File: src/rtl/hls_sched_pkg.sv
// rtl/hls_sched_pkg.sv - opcodes, FSM states and instruction field helpers for hls_sched_core
package hls_sched_pkg;

  localparam logic [2:0] OP_NOP  = 3'd0;
  localparam logic [2:0] OP_MOV  = 3'd1;
  localparam logic [2:0] OP_ADD  = 3'd2;
  localparam logic [2:0] OP_MUL  = 3'd3;
  localparam logic [2:0] OP_SEL  = 3'd4;
  localparam logic [2:0] OP_HALT = 3'd5;

  typedef enum logic [1:0] {IDLE, EXEC, MULW, FIN} state_t;

  // Instruction word is {op[2:0], dst, src1, src2}, each index ridx_w bits.
  function automatic int instr_w(input int ridx_w);
    return 3 + 3 * ridx_w;
  endfunction

  function automatic int op_lsb(input int ridx_w);
    return 3 * ridx_w;
  endfunction

  function automatic int dst_lsb(input int ridx_w);
    return 2 * ridx_w;
  endfunction

  function automatic int src1_lsb(input int ridx_w);
    return ridx_w;
  endfunction

  function automatic int src2_lsb(input int ridx_w);
    return 0 * ridx_w;
  endfunction

endpackage

File: src/rtl/hls_sched_mul.sv
// rtl/hls_sched_mul.sv - LAT-stage pipelined multiplier with valid-in/valid-out
module hls_sched_mul #(
  parameter int WIDTH = 16,
  parameter int P_W   = 32,
  parameter int LAT   = 2
) (
  input  logic             clk,
  input  logic             reset,
  input  logic             in_valid,
  input  logic [WIDTH-1:0] a,
  input  logic [WIDTH-1:0] b,
  output logic             out_valid,
  output logic [P_W-1:0]   p
);

  logic [P_W-1:0] ps [LAT];
  logic [LAT-1:0] vs;

  always_ff @(posedge clk) begin
    if (!reset) begin
      vs <= '0;
    end else begin
      vs[0] <= in_valid;
      for (int i = 1; i < LAT; i++) vs[i] <= vs[i-1];
    end
  end

  always_ff @(posedge clk) begin
    ps[0] <= P_W'(a) * P_W'(b);
    for (int i = 1; i < LAT; i++) ps[i] <= ps[i-1];
  end

  assign out_valid = vs[LAT-1];
  assign p         = ps[LAT-1];

endmodule

File: src/rtl/hls_sched_core.sv
// rtl/hls_sched_core.sv - micro-programmed register/ALU scheduler core
// HLS_SCHED_SAT_EN: saturating ADD/MUL plus sticky sat_flag output.
module hls_sched_core
  import hls_sched_pkg::*;
#(
  parameter int  WIDTH      = 16,
  parameter int  NREGS      = 8,
  parameter int  PROG_DEPTH = 16,
  parameter int  MUL_LAT    = 2,
  localparam int RIDX_W     = $clog2(NREGS),
  localparam int PA_W       = $clog2(PROG_DEPTH),
  localparam int INSTR_W    = instr_w(RIDX_W)
) (
  input  logic               clk,
  input  logic               reset,
  input  logic               prog_we,
  input  logic [PA_W-1:0]    prog_addr,
  input  logic [INSTR_W-1:0] prog_data,
  input  logic               arg_we,
  input  logic [RIDX_W-1:0]  arg_idx,
  input  logic [WIDTH-1:0]   arg_data,
  input  logic               start,
  output logic               busy,
  output logic               done,
  output logic               err,
`ifdef HLS_SCHED_SAT_EN
  output logic               sat_flag,
`endif
  input  logic [RIDX_W-1:0]  res_idx,
  output logic [WIDTH-1:0]   res_data
);

  localparam int OP_L = op_lsb(RIDX_W);
  localparam int DS_L = dst_lsb(RIDX_W);
  localparam int S1_L = src1_lsb(RIDX_W);
  localparam int S2_L = src2_lsb(RIDX_W);
  localparam int MC_W = (MUL_LAT > 1) ? $clog2(MUL_LAT) : 1;
  localparam logic [MC_W-1:0] MC_LAST = MC_W'(MUL_LAT - 1);
  localparam logic [PA_W-1:0] PC_LAST = PA_W'(PROG_DEPTH - 1);
`ifdef HLS_SCHED_SAT_EN
  localparam int P_W = 2 * WIDTH;
`else
  localparam int P_W = WIDTH;
`endif

  state_t               state, state_n;
  logic [PA_W-1:0]      pc, pc_n;
  logic [INSTR_W-1:0]   prog_mem [PROG_DEPTH];
  logic [WIDTH-1:0]     regs [NREGS];
  logic [MC_W-1:0]      mul_cnt;
  logic [INSTR_W-1:0]   instr;
  logic [2:0]           op;
  logic [RIDX_W-1:0]    dst, src1, src2;
  logic [WIDTH-1:0]     va, vb, vd, add_val, mul_val, wr_val;
  logic                 wr_en, mul_go, err_set, step, mul_ovalid;
  logic [P_W-1:0]       mul_p;

  assign instr = prog_mem[pc];
  assign op    = instr[OP_L +: 3];
  assign dst   = instr[DS_L +: RIDX_W];
  assign src1  = instr[S1_L +: RIDX_W];
  assign src2  = instr[S2_L +: RIDX_W];
  assign va    = regs[src1];
  assign vb    = regs[src2];
  assign vd    = regs[dst];
  assign busy  = (state == EXEC) || (state == MULW);
  assign done  = (state == FIN);

`ifdef HLS_SCHED_SAT_EN
  logic [WIDTH:0] sum;
  logic           add_ovf, mul_ovf, sat_set;
  assign sum     = {1'b0, va} + {1'b0, vb};
  assign add_ovf = sum[WIDTH];
  assign add_val = add_ovf ? '1 : sum[WIDTH-1:0];
  assign mul_ovf = |mul_p[P_W-1:WIDTH];
  assign mul_val = mul_ovf ? '1 : mul_p[WIDTH-1:0];
  assign sat_set = (state == EXEC && op == OP_ADD && add_ovf) ||
                   (state == MULW && mul_cnt == MC_LAST && mul_ovf);
`else
  assign add_val = va + vb;
  assign mul_val = mul_p;
`endif

  hls_sched_mul #(.WIDTH(WIDTH), .P_W(P_W), .LAT(MUL_LAT)) u_mul (
    .clk       (clk),
    .reset     (reset),
    .in_valid  (mul_go),
    .a         (va),
    .b         (vb),
    .out_valid (mul_ovalid),
    .p         (mul_p)
  );

  always_ff @(posedge clk) begin
    if (!reset) state <= IDLE;
    else        state <= state_n;
  end

  always_comb begin
    state_n = state;
    pc_n    = pc;
    wr_en   = 1'b0;
    wr_val  = va;
    mul_go  = 1'b0;
    err_set = 1'b0;
    step    = 1'b0;
    case (state)
      IDLE: if (start) begin
        state_n = EXEC;
        pc_n    = '0;
      end
      EXEC: begin
        case (op)
          OP_NOP:  step = 1'b1;
          OP_MOV:  begin wr_en = 1'b1; wr_val = va; step = 1'b1; end
          OP_ADD:  begin wr_en = 1'b1; wr_val = add_val; step = 1'b1; end
          OP_SEL:  begin wr_en = 1'b1; wr_val = vd[0] ? vb : va; step = 1'b1; end
          OP_MUL:  begin mul_go = 1'b1; state_n = MULW; end
          OP_HALT: state_n = FIN;
          default: begin err_set = 1'b1; state_n = FIN; end
        endcase
      end
      MULW: if (mul_cnt == MC_LAST) begin
        wr_en   = 1'b1;
        wr_val  = mul_val;
        state_n = EXEC;
        step    = 1'b1;
      end
      FIN:     state_n = IDLE;
      default: state_n = IDLE;
    endcase
    // The last program slot ends the run rather than letting pc wrap.
    if (step) begin
      if (pc == PC_LAST) state_n = FIN;
      else               pc_n    = pc + PA_W'(1);
    end
  end

  always_ff @(posedge clk) begin
    if (!reset) begin
      pc       <= '0;
      err      <= 1'b0;
      mul_cnt  <= '0;
      res_data <= '0;
      for (int i = 0; i < NREGS; i++) regs[i] <= '0;
    end else begin
      pc      <= pc_n;
      mul_cnt <= (state == MULW) ? mul_cnt + MC_W'(1) : '0;
      if (state == IDLE && start) err <= 1'b0;
      else if (err_set)           err <= 1'b1;
      if (arg_we && !busy) regs[arg_idx] <= arg_data;
      if (wr_en)           regs[dst]     <= wr_val;
      res_data <= regs[res_idx];
    end
  end

`ifdef HLS_SCHED_SAT_EN
  always_ff @(posedge clk) begin
    if (!reset)                 sat_flag <= 1'b0;
    else if (state == IDLE && start) sat_flag <= 1'b0;
    else if (sat_set)           sat_flag <= 1'b1;
  end
`endif

  always_ff @(posedge clk) begin
    if (prog_we && !busy) prog_mem[prog_addr] <= prog_data;
  end

  mulw_align: assert property (@(posedge clk) disable iff (!reset)
    mul_ovalid == (state == MULW && mul_cnt == MC_LAST));

endmodule

File: config.mk
export PLATFORM = sky130hd
export DESIGN_NAME = hls_sched_core
export DESIGN_NICKNAME = d
export VERILOG_FILES = /design/src/rtl/hls_sched_pkg.sv /design/src/rtl/hls_sched_mul.sv /design/src/rtl/hls_sched_core.sv
export SDC_FILE = /design/constraint.sdc
export NUM_CORES = 1
export LEC_CHECK = 0
export CORE_MARGIN = 10
export CORE_UTILIZATION = 35
export CTS_CLUSTER_SIZE = 40
export DETAILED_ROUTE_END_ITERATION = 8
export PLACE_DENSITY = 0.53
export SYNTH_ARGS = -nofsm -noshare
export SYNTH_HDL_FRONTEND = slang
export SYNTH_HIERARCHICAL = 1
export SYNTH_SLANG_ARGS = --single-unit
File: constraint.sdc
create_clock -name clk -period 7.5 [get_ports clk]
set_clock_uncertainty 0.05 [all_clocks]
set_input_delay 1.5 -clock clk [delete_from_list [all_inputs] [get_ports clk]]
set_output_delay 1.5 -clock clk [all_outputs]
set_load 0.02 [all_outputs]
==> impl_metrics.tcl, run 1 <==
set metrics [dict create \
    die_width_um 279 \
    mostFrequentLayoutCell "edfxtp_1" \
    hold_buffers 0 \
    syn_nets 2086 \
    syn-instance-count 1893 \
    numPortBuffers 61 \
    drt_drc_violations_left 0 \
    dpl_cell_area_um2 25400 \
    syn_area_per_cell_um2 12.4 \
    grt_max_degree 44 \
    clkTransAtPathRegs_ns 0.06 \
    routedWlPerCell_um 23.8 \
    firstDrtPassIters 5 \
    start_util_pct 35.5 \
    slew_headroom_pct 15.6 \
    max_slew.worst_pin.slew_ns 1.26 \
    grt_pass1_wl_um 103000 \
    viasPerCell 5.37 \
    root_buffer "clkbuf_16" \
    rows 94 \
    clockBufferDepth 3 \
    fin_crit_sh_pct 96.5 \
    stdcell_area_um2 27300 \
    period_needed_ns 7.24 \
    syn_to_final_growth_pct 16.3 \
    drtAntennaViolNets 0 \
    synth_area_um2 23500 \
    cellLeakagePower_nw 10.3 \
    hold_viol 0 \
    vias 15706 \
    crit_path_end_kind "flip-flop" \
    core_area_um2 66100 \
    required_ns 7.96 \
    layout_common_cells "edfxtp_1, mux2i_1, inv_1" \
    critical_path_arrival_ns 7.69 \
    setup_violations 0 \
    crit_fanout 17 \
    antenna_found_initial 1 \
    grt_pass1_vias 16163 \
    powerDensity_nw_per_um2 241 \
    finalPower_w 0.00657 \
    dp_cells 2817 \
    r2r_start "pc[0]" \
    place_hpwl_um 48400 \
    cts.sinks 376 \
    yosys_warnings 6 \
    regToRegSetupSlack_ns 0.26 \
    diodes 0 \
    cp-startpoint "pc[0]" \
    endpoint "u_mul/ps[0][14]" \
    drt_iter0_markers 1164 \
    max-vdd-ir-drop_mv 0.196 \
    holdWs_ns 0.269 \
    globalplace.congestion 0.886 \
    reg2reg_depth 27 \
    cts_buffers 44 \
    critical_path_class "reg -> reg" \
    htreeDepth 2 \
    die_y_um 279 \
    ios 62 \
    hold_path_class "reg -> reg" \
    status "finished, final reports clean" \
    cts_tree "done" \
    clk-insertion-delay-late_ns 0.58 \
    grt_usage_pct 17.4 \
    wirelength_um 69700 \
    layout.nets 2217 \
    grt_overflow 0 \
    fin_cells 2924 \
    worst_setup_path_start_kind "flip-flop" \
    fmax_ghz 0.138 \
    die_area_um2 77800 \
    report.final.slew_viol_count 0 \
    cap_violations 0 \
    drive_gt1_share_pct 21.2 \
    r2r-end "u_mul/ps[0][14]" \
]
state kept, by name, indices dropped and copies added, names as in the netlist:
signal,count
prog_mem,192
regs,128
u_mul/ps,32
res_data,16
pc,4
state,2
err,1
mul_cnt,1
stage by stage:
stage	setup TNS (ns)	util (%)	worst slack (ns)
final	0	41.3	0.264
after global routing	-0.00200	41.3	-0.00200
after CTS	0	40.7	0.0171
after detailed placement	0	38.4	0.00928
after global placement	-0.0104	38.4	-0.0104
after floorplan	0	-	0.126
how the worst min path moves through the flow:
stage	startpoint	end	slack, ns	cells after the start
floorplan	u_mul/ps[0][0]	u_mul/ps[0][16]	0.26	0
global placement	u_mul/ps[0][6]	u_mul/ps[0][22]	0.26	0
detailed placement	u_mul/ps[0][9]	u_mul/ps[0][25]	0.26	0
global route	u_mul/ps[0][2]	u_mul/ps[0][18]	0.28	0
CTS	u_mul/ps[0][3]	u_mul/ps[0][19]	0.28	0
finish	u_mul/ps[0][3]	u_mul/ps[0][19]	0.27	0
repair_timing:
item	4_1_cts	5_1_grt
setup buffers	0	21
gates resized for setup	0	37
setup endpoints to repair	0	5
layer usage:
layer | vias up | share of wire (%) | global-route usage, %
li1 | 7143 | - | -
met1 | 7988 | 45 | 22.8
met2 | 479 | 47 | 29.0
met3 | 96 | 5.5 | 2.69
met4 | 0 | 2.8 | 6.03
met5 | - | 0 | 0
power breakdown:
group          total (W)  internal, W  switching [W]  leakage [nW]
Combinational    0.00187     0.000837        0.00103          6.06
Sequential       0.00250      0.00241      0.0000832          3.53
Clock            0.00221      0.00133       0.000876         0.724
Total            0.00657      0.00458        0.00199          10.3
worst max-delay path: stages (launching register included):
cell and delay (ns):
dfxtp_4 0.39, clkbuf_4 0.19, mux4_2 0.37, mux2i_4 0.08
buf_12 0.14, mux2i_2 0.47, buf_4 0.23, mux2_2 0.32
a21oi_1 0.18, o21ai_2 0.13, buf_12 0.18, and2_1 0.15
fa_1 0.53, inv_1 0.05, fa_1 0.46, fa_1 0.45
fa_1 0.49, inv_1 0.05, fa_1 0.53, inv_1 0.05
fa_1 0.48, inv_1 0.04, ha_1 0.31, and2_1 0.18
nor2_1 0.08, o21ai_0 0.13, o31ai_1 0.31, xnor2_1 0.15
layout make-up:
cell class | count | area [um2]
timing repair buffer | 192 | 1740
multi-input combinational | 1262 | 11700
tap | 864 | 1080
clock inverter | 28 | 313
sequential | 376 | 10700
fill | 6203 | 38800
clock buffer | 54 | 1180
inverter | 148 | 556
(Power assumes the default switching activity.)
==> run 2, diff against run 1 <==
- CTS_CLUSTER_DIAMETER: unset -> 200
- MAX_ROUTING_LAYER: unset -> met4
==> run 2 against run 1 <==
Compared with the run above: final cell count decreased by 2.2%; global-route usage increased by 0.15 points; wire length decreased by 1.5%; largest power group unchanged; setup slack got worse by 0.033 ns; flip-flop and latch count unchanged; sequential power about the same; highest routed layer unchanged; power decreased by 18%.
==> impl_metrics.tcl, run 2 (synthesis results as in run 1) <==
set metrics [dict create \
    powerDensity_nw_per_um2 206 \
    cts.sinks 376 \
    syn_to_final_growth_pct 10.9 \
    grt_pass1_wl_um 101000 \
    layout_common_cells "edfxtp_1, mux2i_1, inv_1" \
    regArea_um2 10700 \
    status "finished, final reports clean" \
    numPortBuffers 61 \
    critical_path_arrival_ns 7.70 \
    clockBufferDepth 3 \
    mostFrequentLayoutCell "edfxtp_1" \
    holdWs_ns 0.296 \
    largest_register_ffs 192 \
    vias 15514 \
    r2r_start "pc[0]" \
    cts_tree "done" \
    grt_usage_pct 17.6 \
    endpoint "u_mul/ps[0][14]" \
    finalPower_w 0.00536 \
    grt_overflow 0 \
    setup_violations 0 \
    drt_iter0_markers 1402 \
    clkTransAtPathRegs_ns 0.14 \
    hold_path_class "reg -> reg" \
    cpMaxStageDelayCell "mux4_2" \
    r2r-end "u_mul/ps[0][14]" \
    fin_crit_sh_pct 96.9 \
    max-vdd-ir-drop_mv 0.150 \
    hold_viol 0 \
    root_buffer "clkbuf_16" \
    report.final.slew_viol_count 0 \
    slew_headroom_pct 17.7 \
    dp_slack_ns 0.0128 \
    critPathMostFrequentCell "fa_1" \
    place_hpwl_um 48100 \
    top_register "prog_mem" \
    reg2reg_depth 28 \
    routedWlPerCell_um 24.0 \
    htreeDepth 1 \
    grt_max_degree 44 \
    rows 94 \
    drt_drc_violations_left 0 \
    grt_pass1_vias 15680 \
    die_y_um 279 \
    drtAntennaViolNets 0 \
    fmax_ghz 0.138 \
    hold_buffers 0 \
    critical_path_class "reg -> reg" \
    reg_top3 "prog_mem x192, regs x128, u_mul/ps x32" \
    crit_path_max_incr_delay_ns 0.55 \
    core_area_um2 66100 \
    ios 62 \
    clk-insertion-delay-late_ns 0.55 \
    multi_input_area_um2 11600 \
    antenna_found_initial 3 \
    regToRegSetupSlack_ns 0.23 \
    start_util_pct 35.5 \
    cp-startpoint "pc[0]" \
    period_needed_ns 7.27 \
    firstDrtPassIters 5 \
    cts_buffers 13 \
    viasPerCell 5.42 \
    layout.nets 2183 \
    drive_gt1_share_pct 18.6 \
    die_area_um2 77800 \
    crit_fanout 8 \
    required_ns 7.94 \
    fillerInstances 6327 \
    max_slew.worst_pin.slew_ns 1.23 \
    die_width_um 279 \
    wirelength_um 68700 \
    cellLeakagePower_nw 9.73 \
    cap_violations 0 \
    crit_path_end_kind "flip-flop" \
    globalplace.congestion 0.897 \
    rsz0062_at_grt "true" \
    worst_setup_path_start_kind "flip-flop" \
    fin_ws_ns 0.231 \
]
==> run 2: changes by cell type in the layout (fill, tap and decap cells not counted), sizes merged <==
cell      change
diode         +1
bufinv        -6
clkinv       -17
clkbuf       -37
clkinvlp      -4
mux2i         -1
==> run 2: per-layer routing <==
layer / share of wire [%] / up-vias / track usage, %
li1: - / 7029 / -
met3: 4.9 / 64 / 1.51
met4: 2.6 / 0 / 4.82
met1: 45 / 7948 / 22.8
met2: 48 / 473 / 29.2
met5: 0 / - / -
==> run 2: final cells by class <==
cell class / instances / area share (%)
clock buffers: 19 / 1.42
flip-flops and latches: 376 / 41.3
inverters: 148 / 2.14
clock inverters: 1 / 0.0769
well taps: 864 / 4.15
diodes: 1 / 0.00962
repair buffers: 190 / 6.33
multi-input cells: 1261 / 44.6
==> run 2: worst min path at each step <==
| stage | startpoint | endpoint | slack [ns] | cells after the start |
|---|---|---|---|---|
| detailed placement | u_mul/ps[0][0] | u_mul/ps[0][16] | 0.26 | 0 |
| CTS | u_mul/ps[0][8] | u_mul/ps[0][24] | 0.30 | 0 |
| global route | u_mul/ps[0][8] | u_mul/ps[0][24] | 0.30 | 0 |
| finish | u_mul/ps[0][8] | u_mul/ps[0][24] | 0.30 | 0 |
| floorplan | u_mul/ps[0][0] | u_mul/ps[0][16] | 0.26 | 0 |
| global placement | u_mul/ps[0][5] | u_mul/ps[0][21] | 0.26 | 0 |
==> run 2: timing repair <==
| action | 4_1_cts | 5_1_grt |
|---|---|---|
| pin swaps | 0 | 2 |
| buffers inserted | 0 | 16 |
| gates resized for setup | 1 | 15 |
| cloned | 0 | 2 |
| endpoints found under the setup margin | 1 | 5 |
==> run 2: worst max-delay path: cells and delay by family, from the launching register on <==
kind                       cells  cell delay [ns]
xor gates and xnor gates       1             0.15
DFF                            1             0.47
buffers and inverters          9             0.95
adders and majority gates      7             3.21
AOI/OAI and AO/OA              2             0.41
and+or+nand+nor                3             0.47
muxes                          6             1.48
==> run 2: power by group <==
part	leakage, nW	switching [W]	total, W	internal, W
Combinational	6.02	0.00103	0.00185	0.000827
Sequential	3.53	0.0000834	0.00249	0.00241
Clock	0.188	0.000654	0.00101	0.000358
==> run 2: stage by stage <==
stage,instances,setup TNS [ns],area (um2),utilization [%]
after global routing,2859,-0.0711,26000,39.4
after global placement,2821,0,25400,38.4
after detailed placement,2821,0,25400,38.4
after CTS,2841,0,25800,39.0
final,2860,0,26000,39.4
after floorplan,1893,0,23500,-
